--- src/rtl/samp_rdo_pkg.sv ---
// Shared types and constants for the sample frame readout: state encoding,
// frame markers and frame-length helper.
package samp_rdo_pkg;

   localparam int unsigned CHANS_PER_SAMP = 6;
   localparam int unsigned SAMP_W         = 7;
   localparam int unsigned EVT_W          = 12;
   localparam int unsigned WORD_W         = 16;
   localparam int unsigned CNT_W          = 10;
   localparam int unsigned ST_W           = 3;
   localparam int unsigned ERR_W          = 16;

   localparam logic [3:0] HDR_MARK = 4'hA;
   localparam logic [3:0] TRL_MARK = 4'hE;

   typedef enum logic [ST_W-1:0] {
      ST_IDLE    = 3'd0,
      ST_HEADER  = 3'd1,
      ST_DATA    = 3'd2,
      ST_TRL_CNT = 3'd3,
      ST_TRL_CHK = 3'd4
   } state_t;

   // Data words per frame: (samp_max + 1) samples of CHANS_PER_SAMP channels.
   function automatic logic [CNT_W-1:0] words_per_frame(input logic [SAMP_W-1:0] samp_max);
      return CNT_W'((32'(samp_max) + 32'd1) * CHANS_PER_SAMP);
   endfunction

endpackage

--- src/rtl/samp_frame_readout_tmr_vote.sv ---
// Bitwise 2-of-3 majority voter with a flag raised when the three copies differ.
module tmr_vote #(
   parameter int unsigned WIDTH = 1
) (
   input  logic [WIDTH-1:0] a,
   input  logic [WIDTH-1:0] b,
   input  logic [WIDTH-1:0] c,
   output logic [WIDTH-1:0] y,
   output logic             disagree
);

   assign y        = (a & b) | (a & c) | (b & c);
   assign disagree = (a != b) || (a != c);

endmodule

--- src/rtl/samp_frame_readout.sv ---
// Reads one event's samples from a FWFT FIFO and emits a framed stream:
// header, N data words, count trailer, XOR checksum trailer.
// Define SAMP_RDO_TMR_EN to triplicate the frame registers with majority voting.
module samp_frame_readout
   import samp_rdo_pkg::*;
(
   input  logic              CLK,
   input  logic              RST,
   input  logic [SAMP_W-1:0] SAMP_MAX,
   input  logic [EVT_W-1:0]  EVT_NUM,
   input  logic              FIFO_EMPTY,
   input  logic [WORD_W-1:0] FIFO_DOUT,
   output logic              FIFO_RDEN,
   output logic [WORD_W-1:0] DOUT,
   output logic              DVALID,
   input  logic              DREADY,
   output logic              BUSY,
   output logic [ERR_W-1:0]  TMR_ERR_COUNT
);

   logic [EVT_W-1:0]  evt_q;
   logic [CNT_W-1:0]  nwords_q;

   state_t            st_v, st_n;
   logic [CNT_W-1:0]  cnt_v, cnt_n, cnt_inc;
   logic [WORD_W-1:0] chk_v, chk_n;
   logic [WORD_W-1:0] dout_v, dout_n;
   logic              dv_v, dv_n;

   logic              slot_free;
   logic              latch_c;
   logic              rden_c;

   assign slot_free = !dv_v || DREADY;
   assign cnt_inc   = cnt_v + CNT_W'(1);

   // Frame parameters captured at frame start; later input changes are ignored.
   always_ff @(posedge CLK or posedge RST) begin
      if (RST) begin
         evt_q    <= '0;
         nwords_q <= '0;
      end else if (latch_c) begin
         evt_q    <= EVT_NUM;
         nwords_q <= words_per_frame(SAMP_MAX);
      end
   end

   // Next-state and next-output logic, computed from the (voted) current values.
   always_comb begin
      st_n    = st_v;
      cnt_n   = cnt_v;
      chk_n   = chk_v;
      dout_n  = dout_v;
      dv_n    = dv_v;
      rden_c  = 1'b0;
      latch_c = 1'b0;
      case (st_v)
         ST_IDLE: begin
            if (slot_free) dv_n = 1'b0;
            if (!FIFO_EMPTY) begin
               st_n    = ST_HEADER;
               cnt_n   = '0;
               chk_n   = '0;
               latch_c = 1'b1;
            end
         end
         ST_HEADER: begin
            if (slot_free) begin
               dout_n = {HDR_MARK, evt_q};
               dv_n   = 1'b1;
               st_n   = ST_DATA;
            end
         end
         ST_DATA: begin
            if (slot_free) begin
               if (!FIFO_EMPTY) begin
                  rden_c = 1'b1;
                  dout_n = FIFO_DOUT;
                  dv_n   = 1'b1;
                  cnt_n  = cnt_inc;
                  chk_n  = chk_v ^ FIFO_DOUT;
                  if (cnt_inc == nwords_q) st_n = ST_TRL_CNT;
               end else begin
                  dv_n = 1'b0;
               end
            end
         end
         ST_TRL_CNT: begin
            if (slot_free) begin
               dout_n = {TRL_MARK, 2'b00, cnt_v};
               dv_n   = 1'b1;
               st_n   = ST_TRL_CHK;
            end
         end
         ST_TRL_CHK: begin
            if (slot_free) begin
               dout_n = chk_v;
               dv_n   = 1'b1;
               st_n   = ST_IDLE;
            end
         end
         default: st_n = ST_IDLE;
      endcase
   end

`ifdef SAMP_RDO_TMR_EN
   state_t            st_q0, st_q1, st_q2;
   logic [CNT_W-1:0]  cnt_q0, cnt_q1, cnt_q2;
   logic [WORD_W-1:0] chk_q0, chk_q1, chk_q2;
   logic [WORD_W-1:0] dout_q0, dout_q1, dout_q2;
   logic              dv_q0, dv_q1, dv_q2;
   logic [ST_W-1:0]   st_vote;
   logic [4:0]        dis;
   logic [ERR_W-1:0]  err_q;

   // Every copy reloads from the voted next value, so a single upset heals in one cycle.
   always_ff @(posedge CLK or posedge RST) begin
      if (RST) begin
         st_q0   <= ST_IDLE;  st_q1   <= ST_IDLE;  st_q2   <= ST_IDLE;
         cnt_q0  <= '0;       cnt_q1  <= '0;       cnt_q2  <= '0;
         chk_q0  <= '0;       chk_q1  <= '0;       chk_q2  <= '0;
         dout_q0 <= '0;       dout_q1 <= '0;       dout_q2 <= '0;
         dv_q0   <= 1'b0;     dv_q1   <= 1'b0;     dv_q2   <= 1'b0;
      end else begin
         st_q0   <= st_n;     st_q1   <= st_n;     st_q2   <= st_n;
         cnt_q0  <= cnt_n;    cnt_q1  <= cnt_n;    cnt_q2  <= cnt_n;
         chk_q0  <= chk_n;    chk_q1  <= chk_n;    chk_q2  <= chk_n;
         dout_q0 <= dout_n;   dout_q1 <= dout_n;   dout_q2 <= dout_n;
         dv_q0   <= dv_n;     dv_q1   <= dv_n;     dv_q2   <= dv_n;
      end
   end

   tmr_vote #(.WIDTH(ST_W)) u_vote_st (
      .a(st_q0), .b(st_q1), .c(st_q2), .y(st_vote), .disagree(dis[0])
   );
   tmr_vote #(.WIDTH(CNT_W)) u_vote_cnt (
      .a(cnt_q0), .b(cnt_q1), .c(cnt_q2), .y(cnt_v), .disagree(dis[1])
   );
   tmr_vote #(.WIDTH(WORD_W)) u_vote_chk (
      .a(chk_q0), .b(chk_q1), .c(chk_q2), .y(chk_v), .disagree(dis[2])
   );
   tmr_vote #(.WIDTH(WORD_W)) u_vote_dout (
      .a(dout_q0), .b(dout_q1), .c(dout_q2), .y(dout_v), .disagree(dis[3])
   );
   tmr_vote #(.WIDTH(1)) u_vote_dv (
      .a(dv_q0), .b(dv_q1), .c(dv_q2), .y(dv_v), .disagree(dis[4])
   );

   assign st_v = state_t'(st_vote);

   // Saturating count of cycles with any triplet in disagreement.
   always_ff @(posedge CLK or posedge RST) begin
      if (RST)                                  err_q <= '0;
      else if (|dis && (err_q != {ERR_W{1'b1}})) err_q <= err_q + ERR_W'(1);
   end

   assign TMR_ERR_COUNT = err_q;
`else
   state_t            st_q;
   logic [CNT_W-1:0]  cnt_q;
   logic [WORD_W-1:0] chk_q;
   logic [WORD_W-1:0] dout_q;
   logic              dv_q;

   always_ff @(posedge CLK or posedge RST) begin
      if (RST) begin
         st_q   <= ST_IDLE;
         cnt_q  <= '0;
         chk_q  <= '0;
         dout_q <= '0;
         dv_q   <= 1'b0;
      end else begin
         st_q   <= st_n;
         cnt_q  <= cnt_n;
         chk_q  <= chk_n;
         dout_q <= dout_n;
         dv_q   <= dv_n;
      end
   end

   assign st_v          = st_q;
   assign cnt_v         = cnt_q;
   assign chk_v         = chk_q;
   assign dout_v        = dout_q;
   assign dv_v          = dv_q;
   assign TMR_ERR_COUNT = '0;
`endif

   assign FIFO_RDEN = rden_c;
   assign DOUT      = dout_v;
   assign DVALID    = dv_v;
   assign BUSY      = (st_v != ST_IDLE);

endmodule

--- config.mk ---
export PLATFORM = sky130hd
export DESIGN_NAME = samp_frame_readout
export DESIGN_NICKNAME = d
export VERILOG_FILES = /design/src/rtl/samp_rdo_pkg.sv /design/src/rtl/samp_frame_readout_tmr_vote.sv /design/src/rtl/samp_frame_readout.sv
export SDC_FILE = /design/constraint.sdc
export NUM_CORES = 1
export LEC_CHECK = 0
export ABC_CLOCK_PERIOD_IN_PS = 2600
export BUFFER_PORTS_ARGS = -buffer_cell sky130_fd_sc_hd__buf_2
export CORE_ASPECT_RATIO = 0.75
export CORE_MARGIN = 2
export CORE_UTILIZATION = 30
export CTS_BUF_LIST = sky130_fd_sc_hd__clkbuf_4 sky130_fd_sc_hd__clkbuf_8
export CTS_CLUSTER_SIZE = 8
export DETAILED_ROUTE_END_ITERATION = 16
export GPL_TIMING_DRIVEN = 0
export PLACE_DENSITY = 0.45
export SLEW_MARGIN = 25
export SYNTH_ARGS = -nofsm -noshare
export SYNTH_HDL_FRONTEND = slang
export SYNTH_SLANG_ARGS = --single-unit
export TNS_END_PERCENT = 20
--- constraint.sdc ---
create_clock -name CLK -period 2.6 [get_ports CLK]
set_input_delay 0.39 -clock CLK [delete_from_list [all_inputs] [get_ports CLK]]
set_output_delay 0.39 -clock CLK [all_outputs]
set_load 0.02 [all_outputs]
==> flow_metrics.tcl, run 1 <==
set metrics [dict create \
    ir_drop_mv 0.486 \
    p_comb_share_pct 45.9 \
    fmax_mhz 429 \
    post-route-period-util_pct 89.6 \
    p_sw_w 0.00198 \
    holdCritStartpoint "EVT_NUM[7]" \
    cts_made_buffers 9 \
    clockBufferDepth 2 \
    drt_iter0_drc 145 \
    antenna_cells 0 \
    die_w_um 134 \
    grt_max_degree 49 \
    p_total_w 0.00452 \
    antenna_found_initial 0 \
    slew_headroom_pct 54.4 \
    dieArea_um2 13600 \
    yosys_register_bits 67 \
    clk_latency_ns 0.36 \
    worst_slew_pin_slew_ns 0.683 \
    reg2reg_depth 8 \
    p_per_area_nw_per_um2 994 \
    multi_input_area_um2 1950 \
    dp_hpwl_um 7390 \
    leakagePower_nw 2.22 \
    timing.hold.ws_ns 0.215 \
    grt_usage_pct 15.7 \
    num_rows 35 \
    crit_required_ns 2.21 \
    routedWlPerCell_um 14.5 \
    worstSetupEndpointType "output pin" \
    maxCapViolations 0 \
    internal_power_w 0.00254 \
    areaGrowthSynthToFinish_pct 19.3 \
    timing.rr.start "st_q[1]" \
    fin_crit_ns 2.33 \
    cp.arrival_ns 1.94 \
    min_to "evt_q[7]" \
    ys_warn_count 0 \
    hold_violations 0 \
    ys_seq_area_share_pct 43.9 \
    die_h_um 102 \
    rrSetupSlack_ns 0.33 \
    r2r-end "DOUT[12]" \
    vias 3243 \
    avgViaCountPerCell 4.73 \
    cts_tree "done" \
    final_nets 568 \
    finalSetupViolations 0 \
    clkPwrFrac_pct 16.1 \
    drt_wl_total_um 9940 \
    fillerInstances 1305 \
    power.share.switching_pct 43.8 \
    regArea_um2 1680 \
    ios 74 \
    yosysUniqueCellTypes 43 \
    cp_max_fo 10 \
    route.detailed.drc 0 \
    clock-sinks 67 \
    overflow 0 \
    ant_nets 0 \
    firstDrtPassIters 4 \
    rsz0062_at_grt "no" \
    grt_pass1_vias 3238 \
    cts_setup_buffers 0 \
    start_util_pct 30.9 \
    place.gp.congestion 0.783 \
    critPathLaunchType "register" \
    io_buffers 57 \
    yosys.area.top_type_share_pct 43.9 \
    hp-class "input pin to register" \
    hold_depth 3 \
    syn_area_um2 3810 \
    synth.area.top_cells "dfrtp_1 (44%), nand2_1 (11%), xor2_1 (6.4%)" \
    cts_htree_levels 3 \
    layoutNonFillerInstCount 686 \
    fin_worst_skew_ns 0.0114 \
    seq_power_share_pct 37.9 \
    grt_pass1_wl_um 16500 \
    final_util_pct 36.8 \
    drive_above_1_share_pct 19.4 \
    path_clk_slew_ns 0.07 \
    synth_top_cell_by_area "dfrtp_1" \
    syn_inst 435 \
    core_area_um2 12300 \
    path_class "register to output pin" \
    status "completed" \
    dpl.cell_count 674 \
    clock-root-buffer "clkbuf_8" \
    drv_slew 0 \
    syn_avg_cell_area_um2 8.77 \
]
-- stage by stage --
step	TNS [ns]	setup slack, ns	instance area (um^2)
global route	0	0.0584	4550
detailed placement	-0.0925	-0.0925	4390
CTS	0	0.126	4550
floorplan	0	0.390	3870
finish	0	0.269	4550
global placement	-36.83	-0.556	4360
-- cell usage after synthesis, drive strengths merged --
cell and count:
buf 22, o21a 1, nor2b 6, dfrtp 67
o21ai 40, o221ai 10, a21o 4, a21oi 10
o31ai 6, and3 3, a22oi 5, xnor2 12
nor2 29, nand2 108, nand3 7, o211ai 1
o32ai 2, nor3 4, xor2 28, ha 9
o22a 2, or3 2, or4 1, and2 1
o21ba 1, fa 1, mux2i 10, nand2b 3
clkbuf 12, or2b 1, o41ai 1, o22ai 2
conb 1, a22o 1, inv 14, nand4 3
o41a 1, a31oi 4
-- repair_timing --
| action | 4_1_cts | 5_1_grt |
|---|---|---|
| setup endpoints to repair | 0 | 1 |
| hold buffers | 1 | 0 |
| gates resized for setup | 0 | 1 |
| hold endpoints to repair | 19 | 0 |
-- routing by layer --
layer	vias to the layer above	part of all wire (%)	global-route usage, %
li1	1614	-	-
met1	1553	50	22.1
met2	72	44	24.1
met3	4	5.6	4.15
met4	0	0.65	4.13
met5	-	0	0
-- worst max-delay path, stage by stage (launching register included) --
cell and delay (ns):
dfrtp_1 0.45, nor3_2 0.29, nand3_1 0.13, inv_1 0.20, buf_2 0.29, buf_2 0.22
-- power groups by stage --
| stage | Combinational, W | Clock, W | Sequential, W |
|---|---|---|---|
| after floorplan | 0.00135 | 0 | 0.00181 |
| after global placement | 0.00211 | 0 | 0.00171 |
| after detailed placement | 0.00212 | 0 | 0.00171 |
| after CTS | 0.00213 | 0.000759 | 0.00170 |
| after global routing | 0.00235 | 0.000807 | 0.00178 |
| final | 0.00208 | 0.000729 | 0.00172 |
-- kinds of logic after synthesis --
family / after synthesis / share of synthesized area, %
other cells: 1 / 0.0983
fa+ha+maj: 10 / 3.48
buf+inv: 48 / 6.49
compound gates: 91 / 15.3
mux: 10 / 2.62
xor+xnor: 40 / 9.18
simple gates: 168 / 18.9
flops: 67 / 43.9
-- state kept, by name, indices dropped and copies added (netlist names) --
signal / count
DOUT: 16
nwords_q: 9
st_q: 3
DVALID: 1
cnt_q: 10
evt_q: 12
chk_q: 16
-- cell usage in the layout (no fill, tap or decap), types with 3 or more instances in the layout --
cell      count
a21o_1        4
a21oi_1      10
a22oi_1       5
a31oi_1       4
and3_1        3
buf_2        63
buf_4        16
clkbuf_1     11
clkbuf_8      9
conb_1       16
dfrtp_1      67
ha_1          9
inv_1        13
mux2i_1      10
nand2_1     108
nand2b_1      3
nand3_1       7
nor2_1       27
nor2b_1       6
o21ai_0      40
o221ai_1     10
o31ai_1       6
xnor2_1      12
xor2_1       28
-- layout make-up --
class	instances	area share (%)
clock buffers	11	3.05
multi-input cells	335	42.9
inverters	14	1.21
well taps	166	4.57
repair buffers	59	7.10
plain buffers	33	4.21
clock inverters	1	0.110
flip-flops and latches	67	36.9
-- worst max-delay path by stage --
| stage | startpoint | end | cells past startpoint |
|---|---|---|---|
| after floorplan | SAMP_MAX[0] | nwords_q[8] | 10 |
| after global placement | RST | DOUT[15] | 2 |
| after detailed placement | SAMP_MAX[0] | nwords_q[9] | 10 |
| after CTS | st_q[2] | FIFO_RDEN | 5 |
| after global routing | st_q[2] | FIFO_RDEN | 5 |
| final | st_q[2] | FIFO_RDEN | 5 |
Note: power is estimated with default switching activity, not from simulation.
==> run 2: changes to the inputs <==
CORE_ASPECT_RATIO = 1.75   (was 0.75)
==> flow_metrics.tcl, run 2 (synthesis gave the netlist of run 1 again) <==
set metrics [dict create \
    grt_pass1_wl_um 16100 \
    status "completed" \
    grt_max_degree 52 \
    dp_hpwl_um 7610 \
    die_h_um 153 \
    clockBufferDepth 2 \
    grt_pass1_vias 3208 \
    hp-class "input pin to register" \
    worstSetupEndpointType "output pin" \
    avgViaCountPerCell 4.65 \
    overflow 0 \
    clk_latency_ns 0.35 \
    route.detailed.drc 0 \
    timing.hold.ws_ns 0.227 \
    placed_cell_area_um2 4400 \
    antenna_found_initial 0 \
    antenna_cells 0 \
    leakagePower_nw 2.24 \
    final_nets 568 \
    cts_setup_buffers 0 \
    dieArea_um2 13700 \
    final_cell_mix "nand2_1 (108), dfrtp_1 (67), buf_2 (63)" \
    fin_area_um2 4600 \
    maxCapViolations 0 \
    place.gp.congestion 0.760 \
    post-route-period-util_pct 95.6 \
    drive_above_1_share_pct 19.8 \
    cp.arrival_ns 2.10 \
    startpoint "st_q[2]" \
    fin_crit_ns 2.49 \
    io_buffers 57 \
    ctsResizeCount 0 \
    fmax_mhz 402 \
    path_class "register to output pin" \
    cts_tree "done" \
    core_area_um2 12400 \
    drt_iter0_drc 142 \
    p_per_area_nw_per_um2 1010 \
    ir_drop_mv 0.311 \
    areaGrowthSynthToFinish_pct 20.6 \
    cp_max_fo 10 \
    rsz0062_at_grt "no" \
    ios 74 \
    clock-root-buffer "clkbuf_8" \
    layout_commonest_cell "nand2_1" \
    holdCritStartpoint "EVT_NUM[2]" \
    cts_made_buffers 9 \
    timing.rr.start "st_q[1]" \
    cts_htree_levels 3 \
    finalSetupViolations 0 \
    num_rows 54 \
    die_w_um 89.2 \
    crit_required_ns 2.21 \
    path_clk_slew_ns 0.07 \
    vias 3219 \
    routedWlPerCell_um 14.2 \
    fin_worst_skew_ns 0.00619 \
    drt_wl_total_um 9850 \
    start_util_pct 30.7 \
    slew_headroom_pct 59.7 \
    layoutNonFillerInstCount 692 \
    grt_usage_pct 15.2 \
    firstDrtPassIters 4 \
    clock-sinks 67 \
    ant_nets 0 \
    drv_slew 0 \
    worst_slew_pin_slew_ns 0.605 \
    final_util_pct 37.0 \
    dpl.cell_count 676 \
    critPathLaunchType "register" \
    hold_violations 0 \
]
-- run 2: cell count changes in the layout (fill, tap and decap cells not counted) --
cell and delta:
clkbuf_8 +4, nor3_2 -1, nor3_1 +1
-- run 2: routing by layer --
metal,part of all wire (%),GRT usage [%]
met1,39,17.0
met2,56,27.7
met3,3.6,3.02
met4,1.9,5.47
met5,0,0
-- run 2: final timing paths --
| path | cells past startpoint | slack, ns | endpoint |
|---|---|---|---|
| worst max register to register | 8 | 0.39 | DOUT[7] |
| min in group asynchronous | 3 | 0.53 | evt_q[8] |
| max in group asynchronous | 4 | 1.54 | chk_q[14] |
| worst min-delay path | 3 | 0.23 | evt_q[2] |
| worst max-delay path | 5 | 0.11 | FIFO_RDEN |
| worst min register to register | 2 | 0.47 | DOUT[4] |
-- run 2: worst max-delay path, stage by stage, from the launching register on --
cell and delay, ns:
dfrtp_1 0.44, nor3_1 0.39, nand3_1 0.17, inv_1 0.21
buf_2 0.31, buf_2 0.23
-- run 2: timing repair --
item | 4_1_cts | 5_1_grt
hold buffers | 1 | 0
endpoints found under the hold margin | 16 | 0
setup endpoints to repair | 0 | 1
-- run 2: cell type report --
| type | instances | area, um^2 |
|---|---|---|
| well taps | 168 | 210 |
| clock buffers | 15 | 194 |
| repair buffers | 59 | 323 |
| multi-input cells | 335 | 1950 |
| clock inverters | 1 | 5.00 |
| plain buffers | 33 | 191 |
| fillers | 1357 | 7830 |
| inverters | 14 | 55.1 |
| flip-flops and latches | 67 | 1680 |
-- run 2: per-stage QoR --
stage	setup slack [ns]	TNS (ns)	total power, W
6_report	0.114	0	0.00464
5_1_grt	0.0170	0	0.00505
4_1_cts	0.127	0	0.00472
3_5_place_dp	-0.0531	-0.0693	0.00383
3_3_place_gp	-0.439	-29.02	0.00379
2_1_floorplan	0.390	0	0.00316
-- run 2: power by group --
part / switching (W) / leakage, nW / internal [W]
sequential: 0.000289 / 0.861 / 0.00143
clock: 0.000390 / 0.107 / 0.000471
combinational: 0.00130 / 1.27 / 0.000765
total: 0.00197 / 2.24 / 0.00267
==> run 3: changes to the inputs <==
CTS_BUF_LIST = default   (was sky130_fd_sc_hd__clkbuf_4 sky130_fd_sc_hd__clkbuf_8)
HOLD_SLACK_MARGIN = 0.05   (was default)
==> flow_metrics.tcl, run 3 (synthesis gave the netlist of run 1 again) <==
set metrics [dict create \
    status "completed" \
    clock-sinks 67 \
    rrSetupSlack_ns 0.45 \
    worstSetupEndpointType "output pin" \
    grtUsageMet3_pct 3.02 \
    drive_above_1_share_pct 19.4 \
    critPathLaunchType "register" \
    cts_made_buffers 9 \
    p_per_area_nw_per_um2 1060 \
    avgViaCountPerCell 4.66 \
    rsz0062_at_grt "no" \
    maxCapViolations 0 \
    drt_iter0_drc 159 \
    path_class "register to output pin" \
    path_clk_slew_ns 0.05 \
    grt.met1_usage_pct 16.9 \
    die_h_um 153 \
    final_cell_mix "nand2_1 (108), dfrtp_1 (67), buf_2 (63)" \
    fin_crit_ns 2.44 \
    leakagePower_nw 2.28 \
    overflow 0 \
    fillerInstances 1346 \
    clock-root-buffer "clkbuf_16" \
    grt_usage_pct 15.3 \
    fin_ws_ns 0.164 \
    layout_commonest_cell "nand2_1" \
    dieArea_um2 13700 \
    crit_required_ns 2.21 \
    finalSetupViolations 0 \
    use_met2_pct 27.9 \
    preCtsSetupSlack_ns -0.0531 \
    antenna_cells 0 \
    cts_htree_levels 3 \
    p_total_w 0.00496 \
    hold_violations 0 \
    fmax_mhz 410 \
    grt_max_degree 52 \
    place.gp.congestion 0.760 \
    areaGrowthSynthToFinish_pct 23.2 \
    route.detailed.drc 0 \
    clockBufferDepth 2 \
    final_nets 569 \
    timing.rr.start "cnt_q[0]" \
    drt_wl_total_um 9870 \
    final_util_pct 37.8 \
    drv_slew 0 \
    worst_slew_pin_slew_ns 0.595 \
    grt_pass1_vias 3195 \
    ctsResizeCount 0 \
    crit_path_end "FIFO_RDEN" \
    num_rows 54 \
    io_buffers 57 \
    dp_hpwl_um 7610 \
    post-route-period-util_pct 93.7 \
    antenna_found_initial 0 \
    timing.hold.ws_ns 0.251 \
    clk_latency_ns 0.33 \
    core_area_um2 12400 \
    die_w_um 89.2 \
    ir_drop_mv 0.371 \
    r2r-end "st_q[0]" \
    firstDrtPassIters 4 \
    slew_headroom_pct 60.3 \
    hp-class "input pin to register" \
    cp.arrival_ns 2.05 \
    grt_busiest_layer "met2" \
    start_util_pct 30.7 \
    ios 74 \
    cts_tree "done" \
    startpoint "st_q[1]" \
    cts_setup_buffers 0 \
    routedWlPerCell_um 14.2 \
    vias 3226 \
    reg2reg_depth 6 \
    cp_max_fo 10 \
    fin_worst_skew_ns 0.00359 \
    grt_pass1_wl_um 16100 \
    ant_nets 0 \
]
## run 3: critical path, stage by stage, from the launching register on
cell      delay (ns)
dfrtp_1         0.43
clkbuf_1        0.37
nand3_1         0.17
inv_1           0.21
buf_2           0.30
buf_2           0.22
## run 3: stage by stage
| step | area, um^2 | cells | setup TNS, ns |
|---|---|---|---|
| detailed placement | 4400 | 676 | -0.0693 |
| global route | 4700 | 693 | 0 |
| finish | 4700 | 693 | 0 |
| CTS | 4700 | 693 | 0 |
| global placement | 4370 | 675 | -29.02 |
| floorplan | 3870 | 450 | 0 |
## run 3: power breakdown
part	internal (W)	switching [W]	total (W)
Combinational	0.000768	0.00132	0.00209
Sequential	0.00143	0.000270	0.00170
Clock	0.000749	0.000425	0.00117
## run 3: area by class of cell
cell class / instances / area, um^2 / area share [%]
inverters: 14 / 55.1 / 1.17
flip-flops and latches: 67 / 1680 / 35.7
plain buffers: 34 / 195 / 4.15
well taps: 168 / 210 / 4.47
clock inverters: 1 / 5.00 / 0.106
clock buffers: 15 / 288 / 6.12
multi-input cells: 335 / 1950 / 41.4
repair buffers: 59 / 323 / 6.87
## run 3: how the worst min path moves through the flow
stage,from,to,slack (ns),depth (start not counted)
after floorplan,evt_q[0],evt_q[0],0.45,2
after detailed placement,RST,evt_q[8],0.35,2
after global placement,DOUT[2],DOUT[2],0.46,2
after CTS,EVT_NUM[2],evt_q[2],0.24,3
final,EVT_NUM[2],evt_q[2],0.25,3
after global routing,EVT_NUM[9],evt_q[9],0.25,3
## run 3: layer usage
metal,vias up,part of all wire [%]
met1,1542,39
met2,58,56
li1,1612,-
met4,0,1.8
met3,14,3.7
met5,-,0
## run 3: what timing repair did
action,4_1_cts,5_1_grt
endpoints found under the setup margin,0,0
hold buffers,1,0
endpoints found under the hold margin,16,0
